[src/rtl/iir_biquad_sequencer.sv]
// Sample sequencer and feedback owner for the biquad IIR lowpass filter.
// Issues x(n) with y(n-1)/y(n-2), captures the result, and owns the coefficient bank.
module iir_biquad_sequencer #(
   parameter int unsigned TIMEOUT   = 16,
   parameter int          B1_RST    = 65536,
   parameter int unsigned SHIFT_RST = 16
) (
   input  logic        clk,
   input  logic        i_rst,
   input  logic        i_sample_valid,
   input  logic [15:0] i_sample,
   output logic        o_sample_ready,
   output logic        o_flt_valid,
   output logic [15:0] o_flt_x,
   output logic [15:0] o_flt_y1,
   output logic [15:0] o_flt_y2,
   input  logic        i_flt_valid,
   input  logic [15:0] i_flt_y,
   output logic        o_out_valid,
   output logic [15:0] o_out_sample,
   input  logic        i_out_ready,
   input  logic        i_coef_we,
   input  logic [2:0]  i_coef_addr,
   input  logic [17:0] i_coef_data,
   input  logic        i_coef_commit,
   input  logic        i_flush,
   output logic [17:0] o_b1,
   output logic [17:0] o_b2,
   output logic [17:0] o_b3,
   output logic [17:0] o_a2,
   output logic [17:0] o_a3,
   output logic [6:0]  o_shift,
   output logic        o_timeout,
   output logic [15:0] o_sample_cnt
);

   localparam int unsigned DW    = 16;
   localparam int unsigned CW    = 18;
   localparam int unsigned SW    = 7;
   localparam int unsigned NCOEF = 5;
   localparam int unsigned TW    = $clog2(TIMEOUT + 1);

   typedef enum logic [1:0] {
      S_IDLE,
      S_ISSUE,
      S_WAIT,
      S_OUTPUT
   } state_t;

   state_t          r_state;
   state_t          w_state_nxt;
   logic            w_accept;
   logic            w_capture;
   logic            w_expire;
   logic            w_handshake;
   logic            w_flush;
   logic            w_commit;

   logic [TW-1:0]   r_wait_cnt;
   logic            r_sample_ready;
   logic            r_flt_valid;
   logic            r_out_valid;
   logic [DW-1:0]   r_x;
   logic [DW-1:0]   r_flt_y1;
   logic [DW-1:0]   r_flt_y2;
   logic [DW-1:0]   r_y1;
   logic [DW-1:0]   r_y2;
   logic [DW-1:0]   r_out_sample;
   logic [DW-1:0]   r_sample_cnt;
   logic            r_timeout;
   logic            r_flush_pend;
   logic            r_commit_pend;

   logic [CW-1:0]   r_shd_coef [NCOEF];
   logic [CW-1:0]   r_act_coef [NCOEF];
   logic [CW-1:0]   w_shd_coef_nxt [NCOEF];
   logic [SW-1:0]   r_shd_shift;
   logic [SW-1:0]   r_act_shift;
   logic [SW-1:0]   w_shd_shift_nxt;

   // State register
   always_ff @(posedge clk) begin
      if (i_rst) r_state <= S_IDLE;
      else       r_state <= w_state_nxt;
   end

   // Next-state and per-cycle event decode
   always_comb begin
      w_state_nxt = r_state;
      w_accept    = 1'b0;
      w_capture   = 1'b0;
      w_expire    = 1'b0;
      w_handshake = 1'b0;
      case (r_state)
         S_IDLE: begin
            if (i_sample_valid) begin
               w_accept    = 1'b1;
               w_state_nxt = S_ISSUE;
            end
         end
         S_ISSUE: w_state_nxt = S_WAIT;
         S_WAIT: begin
            if (i_flt_valid) begin
               w_capture   = 1'b1;
               w_state_nxt = S_OUTPUT;
            end else if (r_wait_cnt == TW'(TIMEOUT - 1)) begin
               w_expire    = 1'b1;
               w_state_nxt = S_OUTPUT;
            end
         end
         S_OUTPUT: begin
            if (i_out_ready) begin
               w_handshake = 1'b1;
               w_state_nxt = S_IDLE;
            end
         end
         default: w_state_nxt = S_IDLE;
      endcase
   end

   // A flush or commit raised this cycle counts as already pending
   assign w_flush  = r_flush_pend  | i_flush;
   assign w_commit = r_commit_pend | i_coef_commit;

   // Sample datapath, history and status
   always_ff @(posedge clk) begin
      if (i_rst) begin
         r_wait_cnt     <= '0;
         r_sample_ready <= 1'b1;
         r_flt_valid    <= 1'b0;
         r_out_valid    <= 1'b0;
         r_x            <= '0;
         r_flt_y1       <= '0;
         r_flt_y2       <= '0;
         r_y1           <= '0;
         r_y2           <= '0;
         r_out_sample   <= '0;
         r_sample_cnt   <= '0;
         r_timeout      <= 1'b0;
         r_flush_pend   <= 1'b0;
      end else begin
         r_sample_ready <= (w_state_nxt == S_IDLE);
         r_flt_valid    <= (w_state_nxt == S_ISSUE);
         r_out_valid    <= (w_state_nxt == S_OUTPUT);

         if (r_state == S_WAIT) r_wait_cnt <= r_wait_cnt + TW'(1);
         else                   r_wait_cnt <= '0;

         if (r_state == S_IDLE)  r_flush_pend <= 1'b0;
         else if (i_flush)       r_flush_pend <= 1'b1;

         if (r_state == S_IDLE && w_flush) begin
            r_y1 <= '0;
            r_y2 <= '0;
         end

         if (w_accept) begin
            r_x      <= i_sample;
            r_flt_y1 <= w_flush ? '0 : r_y1;
            r_flt_y2 <= w_flush ? '0 : r_y2;
         end

         if (w_capture) begin
            r_y2         <= r_y1;
            r_y1         <= i_flt_y;
            r_out_sample <= i_flt_y;
         end

         if (w_expire) begin
            r_timeout    <= 1'b1;
            r_out_sample <= '0;
         end

         if (w_handshake) r_sample_cnt <= r_sample_cnt + DW'(1);
      end
   end

   // Shadow bank after this cycle's write, so a same-cycle commit sees it
   always_comb begin
      for (int i = 0; i < int'(NCOEF); i++) begin
         w_shd_coef_nxt[i] = r_shd_coef[i];
         if (i_coef_we && i_coef_addr == 3'(i)) w_shd_coef_nxt[i] = i_coef_data;
      end
      w_shd_shift_nxt = r_shd_shift;
      if (i_coef_we && i_coef_addr == 3'd5) w_shd_shift_nxt = i_coef_data[SW-1:0];
   end

   // Shadow and active coefficient banks; active only moves while IDLE
   always_ff @(posedge clk) begin
      if (i_rst) begin
         for (int i = 0; i < int'(NCOEF); i++) begin
            r_shd_coef[i] <= (i == 0) ? CW'(B1_RST) : '0;
            r_act_coef[i] <= (i == 0) ? CW'(B1_RST) : '0;
         end
         r_shd_shift   <= SW'(SHIFT_RST);
         r_act_shift   <= SW'(SHIFT_RST);
         r_commit_pend <= 1'b0;
      end else begin
         for (int i = 0; i < int'(NCOEF); i++) r_shd_coef[i] <= w_shd_coef_nxt[i];
         r_shd_shift <= w_shd_shift_nxt;

         if (r_state == S_IDLE) r_commit_pend <= 1'b0;
         else if (i_coef_commit) r_commit_pend <= 1'b1;

         if (r_state == S_IDLE && w_commit) begin
            for (int i = 0; i < int'(NCOEF); i++) r_act_coef[i] <= w_shd_coef_nxt[i];
            r_act_shift <= w_shd_shift_nxt;
         end
      end
   end

   assign o_sample_ready = r_sample_ready;
   assign o_flt_valid    = r_flt_valid;
   assign o_flt_x        = r_x;
   assign o_flt_y1       = r_flt_y1;
   assign o_flt_y2       = r_flt_y2;
   assign o_out_valid    = r_out_valid;
   assign o_out_sample   = r_out_sample;
   assign o_b1           = r_act_coef[0];
   assign o_b2           = r_act_coef[1];
   assign o_b3           = r_act_coef[2];
   assign o_a2           = r_act_coef[3];
   assign o_a3           = r_act_coef[4];
   assign o_shift        = r_act_shift;
   assign o_timeout      = r_timeout;
   assign o_sample_cnt   = r_sample_cnt;

endmodule

[config.mk]
export PLATFORM = sky130hd
export DESIGN_NAME = iir_biquad_sequencer
export DESIGN_NICKNAME = d
export VERILOG_FILES = /design/src/rtl/iir_biquad_sequencer.sv
export SDC_FILE = /design/constraint.sdc
export NUM_CORES = 1
export LEC_CHECK = 0
export ABC_CLOCK_PERIOD_IN_PS = 5700
export BUFFER_PORTS_ARGS = -buffer_cell sky130_fd_sc_hd__buf_4
export CORE_MARGIN = 2
export CORE_UTILIZATION = 55
export CTS_BUF_LIST = sky130_fd_sc_hd__clkbuf_4
export DETAILED_ROUTE_END_ITERATION = 12
export PLACE_DENSITY_LB_ADDON = 0.2
export SYNTH_ARGS = -nofsm -noshare
export SYNTH_HDL_FRONTEND = slang
export SYNTH_SLANG_ARGS = --single-unit
[constraint.sdc]
create_clock -name clk -period 5.7 [get_ports clk]
set_input_delay 1.14 -clock clk [delete_from_list [all_inputs] [get_ports clk]]
set_output_delay 1.14 -clock clk [all_outputs]
set_load 0.02 [all_outputs]
==> flow_metrics.py <==
metrics = {
    "yosys": {
        "synthDominantAreaCellType": "sky130_fd_sc_hd__dfxtp_1",
        "post_synth_num_cell_types": 39,
        "ys.warnings.count": 0,
        "ys_seq_area_share_pct": 64.9,
        "syn_inst": 1064,
        "count_of_flip_flops_with_a_built_in_enable_after_synthesis": 90,
        "netlist_top_cells_area": "sky130_fd_sc_hd__dfxtp_1, sky130_fd_sc_hd__edfxtp_1, sky130_fd_sc_hd__mux2i_1, sky130_fd_sc_hd__nor2_1, sky130_fd_sc_hd__nand2_1",
        "ys_async_sr_fraction_pct": 0,
        "synth_top_area_share_pct": 40.8,
        "synthesis.area_per_instance_um2": 10.6,
        "number_of_synthesized_register_bits": 319,
        "postSynth.topFlopCell": "sky130_fd_sc_hd__dfxtp_1",
        "post_synth_instance_area_um2": 11200,
        "synthesis.nets": 1128,
    },
    "routing": {
        "remaining_drcs": 0,
        "via_count": 8421,
        "finalWirelength_um": 25300,
        "drt-pass1-iter-count": 5,
        "first_iter_violations": 451,
        "routed_via_density": 5.11,
        "post_drt_wl_per_cell_um": 15.4,
        "route.antenna.remaining_nets": 0,
    },
    "floorplan": {
        "boundaryPins": 242,
        "floorplan.die.height_um": 147,
        "core-area_um2": 20100,
        "fp.dieW_um": 147,
        "floorplan.initialDensity_pct": 55.9,
        "die_area_um2": 21600,
        "rows": 52,
    },
    "pwr": {
        "sw_frac_of_total_pct": 25.3,
        "totalPowerFinal_w": 0.00473,
        "netSwitchingPower_w": 0.00120,
        "sequential_share_of_power_pct": 52.3,
        "p_per_area_nw_per_um2": 334,
        "p_clk_share_pct": 37.5,
        "combPwrFrac_pct": 10.2,
        "cell_internal_pwr_w": 0.00354,
        "max-vdd-ir-drop_v": 0.000155,
        "power_leakage_nw": 5.85,
    },
    "clock_tree": {
        "cts_root_buf": "sky130_fd_sc_hd__clkbuf_4",
        "cts_setup_buffers": 0,
        "cts_tree": "done",
        "clkTransAtPathRegs_ns": 0.06,
        "cts_sinks": 319,
        "clock_insertion_delay_worst_skew_ns": 0.67,
        "cts.path.max_buffers": 3,
        "number_of_buffers_inserted_during_clock_tree_synthesis": 77,
        "post_cts.resized_instances": 0,
        "cts_hold_repair.buffers": 0,
        "cts-htree-levels": 3,
    },
    "grt": {
        "wire_length_of_the_first_global_routing_pass_um": 39600,
        "grt_antenna_before_repair": 1,
        "first_global_vias": 7855,
        "grt.total_usage_pct": 22.9,
        "grt-ovfl-total": 0,
        "grt_start_max_net_pins": 109,
    },
    "final_layout": {
        "fillerInstances": 1581,
        "layout-drive-gt1-share_pct": 28.4,
        "synthToLayoutAreaGrowth_pct": 26.3,
        "final_nets": 1387,
    },
    "outcome": {
        "run_status": "finished clean",
    },
    "timing": {
        "achievable-frequency_ghz": 0.359,
        "slew_headroom_pct": 26.8,
        "setup_violations": 0,
        "timing_worst_slew_pin_value_ns": 1.10,
        "final.min_clock_period_ns": 2.78,
        "grt_setup_unrepaired": "no",
        "min_period_over_period_pct": 48.8,
        "finalSetupTns_ns": 0,
        "skew_ns": 0.0274,
        "slew_violations": 0,
        "timing_hold_violations_final": 0,
        "setup_slack_ns": 2.92,
    },
    "critical_path": {
        "rr_startpoint": "r_state[0]",
        "worst_r2r_endpoint": "r_act_coef[0][68]",
        "data_arrival_time_of_the_critical_path_ns": 3.06,
        "rrSetupSlack_ns": 2.97,
        "ff2ff_path_depth": 4,
        "critPathRequiredTime_ns": 5.98,
        "setup.worst_path.end_class": "flop",
        "timing.setup.critical_path_class": "in -> reg",
        "startpoint_type": "primary input",
        "worstPathMaxFanout": 108,
    },
    "placement": {
        "detailedPlacementHpwl_um": 16400,
        "number_of_input_and_output_port_buffers_inserted": 241,
        "post-place-ws_ns": 2.26,
        "finalWeightedCongestion": 0.760,
    },
    "hold_path": {
        "hold_path_class": "reg -> reg",
        "min-delay-start": "o_flt_y1[12]",
        "timing.hold.worst_endpoint": "o_flt_y1[12]",
        "hold-path-cell-count": 2,
    },
    "flow_run": {
        "reported_max_cap_violation_count": 0,
    },
}
==> critical path, cell delays in order <==
cell                       delay (ns)
sky130_fd_sc_hd__buf_6           0.58
sky130_fd_sc_hd__nand2b_4        0.74
sky130_fd_sc_hd__buf_4           0.54
==> flip-flops by register name, indices dropped and copies added, names as in the netlist, 7 cells and up <==
signal	count
o_flt_x	16
r_shd_coef	90
o_sample_cnt	16
o_out_sample	16
o_shift	7
r_shd_shift	7
r_act_coef	90
r_y1	16
o_flt_y2	16
r_y2	16
o_flt_y1	16
==> power by group through the flow <==
stage	Combinational [W]	Sequential (W)	Clock, W
after floorplan	0.000179	0.00262	0
after global placement	0.000480	0.00253	0
after detailed placement	0.000485	0.00253	0
after CTS	0.000486	0.00248	0.00183
after global routing	0.000516	0.00248	0.00195
final	0.000483	0.00248	0.00177
==> metal layers <==
metal / GRT usage, % / wire length [um]
met1: 28.5 / 10500
met2: 37.6 / 12400
met3: 6.58 / 1880
met4: 9.57 / 566
met5: 0 / 0
==> per-stage QoR <==
step | instances | util (%) | cell area (um2) | hold slack (ns)
after floorplan | 1064 | - | 11200 | 0.418
after global placement | 1514 | 65.9 | 13200 | 0.426
after detailed placement | 1514 | 65.9 | 13200 | 0.445
after CTS | 1647 | 70.6 | 14200 | 0.451
after global routing | 1648 | 70.6 | 14200 | 0.465
final | 1648 | 70.6 | 14200 | 0.448
==> cells by family after synthesis <==
group	count (synthesis)	share of synthesized area, %
buffers and inverters	77	2.79
multiplexers	99	8.83
AND/OR/NAND/NOR	439	16.4
XOR/XNOR	12	0.936
flip-flops	319	64.9
adder cells (fa/ha/maj)	3	0.334
AO/OA/AOI/OAI	115	5.79
==> Yosys cell counts (3+ instances only) <==
| library cell | number |
|---|---|
| sky130_fd_sc_hd__ha_1 | 3 |
| sky130_fd_sc_hd__inv_1 | 4 |
| sky130_fd_sc_hd__nor3_1 | 12 |
| sky130_fd_sc_hd__buf_2 | 19 |
| sky130_fd_sc_hd__and3_1 | 4 |
| sky130_fd_sc_hd__nand3_1 | 36 |
| sky130_fd_sc_hd__a211oi_1 | 6 |
| sky130_fd_sc_hd__mux2i_1 | 98 |
| sky130_fd_sc_hd__nand2_1 | 120 |
| sky130_fd_sc_hd__a22oi_1 | 16 |
| sky130_fd_sc_hd__o21ai_0 | 4 |
| sky130_fd_sc_hd__or3_1 | 4 |
| sky130_fd_sc_hd__nor2_1 | 233 |
| sky130_fd_sc_hd__a21oi_1 | 84 |
| sky130_fd_sc_hd__xnor2_1 | 6 |
| sky130_fd_sc_hd__nand2b_1 | 7 |
| sky130_fd_sc_hd__clkbuf_1 | 53 |
| sky130_fd_sc_hd__nand4_1 | 7 |
| sky130_fd_sc_hd__edfxtp_1 | 90 |
| sky130_fd_sc_hd__dfxtp_1 | 229 |
| sky130_fd_sc_hd__xor2_1 | 6 |
==> layout make-up <==
| type | instances | area (um2) | share of cell area (%) |
|---|---|---|---|
| multi-input cells | 668 | 3700 | 26.1 |
| flip-flops and latches | 319 | 7290 | 51.4 |
| repair buffers | 253 | 1900 | 13.4 |
| well taps | 270 | 338 | 2.38 |
| diodes | 1 | 2.50 | 0.0176 |
| clock buffers | 117 | 878 | 6.19 |
| clock inverters | 16 | 65.1 | 0.459 |
| inverters | 4 | 15.0 | 0.106 |
==> cell usage in the layout, fill, tap and decap left out, drive strengths merged, types with 2 or more instances in the layout <==
cell    instances
ha              3
clkbuf        117
nand4           8
o21ai           4
xnor2           6
and3            5
a211oi          6
nand2b          7
mux2i          98
nor2          233
a22oi          16
nor2b           2
nand4b          2
a211o           2
nand3          36
clkinv         12
inv             7
and4            2
nor3           12
a21oi          84
dfxtp         229
buf           253
xor2            6
edfxtp         90
nor4            2
nand2         120
nor4bb          2
or3             4
==> worst max-delay path by stage <==
| stage | from | to | slack, ns | cells past startpoint |
|---|---|---|---|---|
| final | i_rst | r_act_coef[0][68] | 2.92 | 3 |
| after global routing | r_state[0] | r_act_coef[0][68] | 2.70 | 4 |
| after CTS | r_state[0] | r_act_coef[0][68] | 2.94 | 4 |
| after detailed placement | i_rst | r_act_coef[0][68] | 2.26 | 3 |
| after global placement | i_rst | r_act_coef[0][68] | 2.26 | 3 |
| after floorplan | i_rst | r_act_coef[0][0] | 1.44 | 3 |
Note: power is estimated with default switching activity, not from simulation.
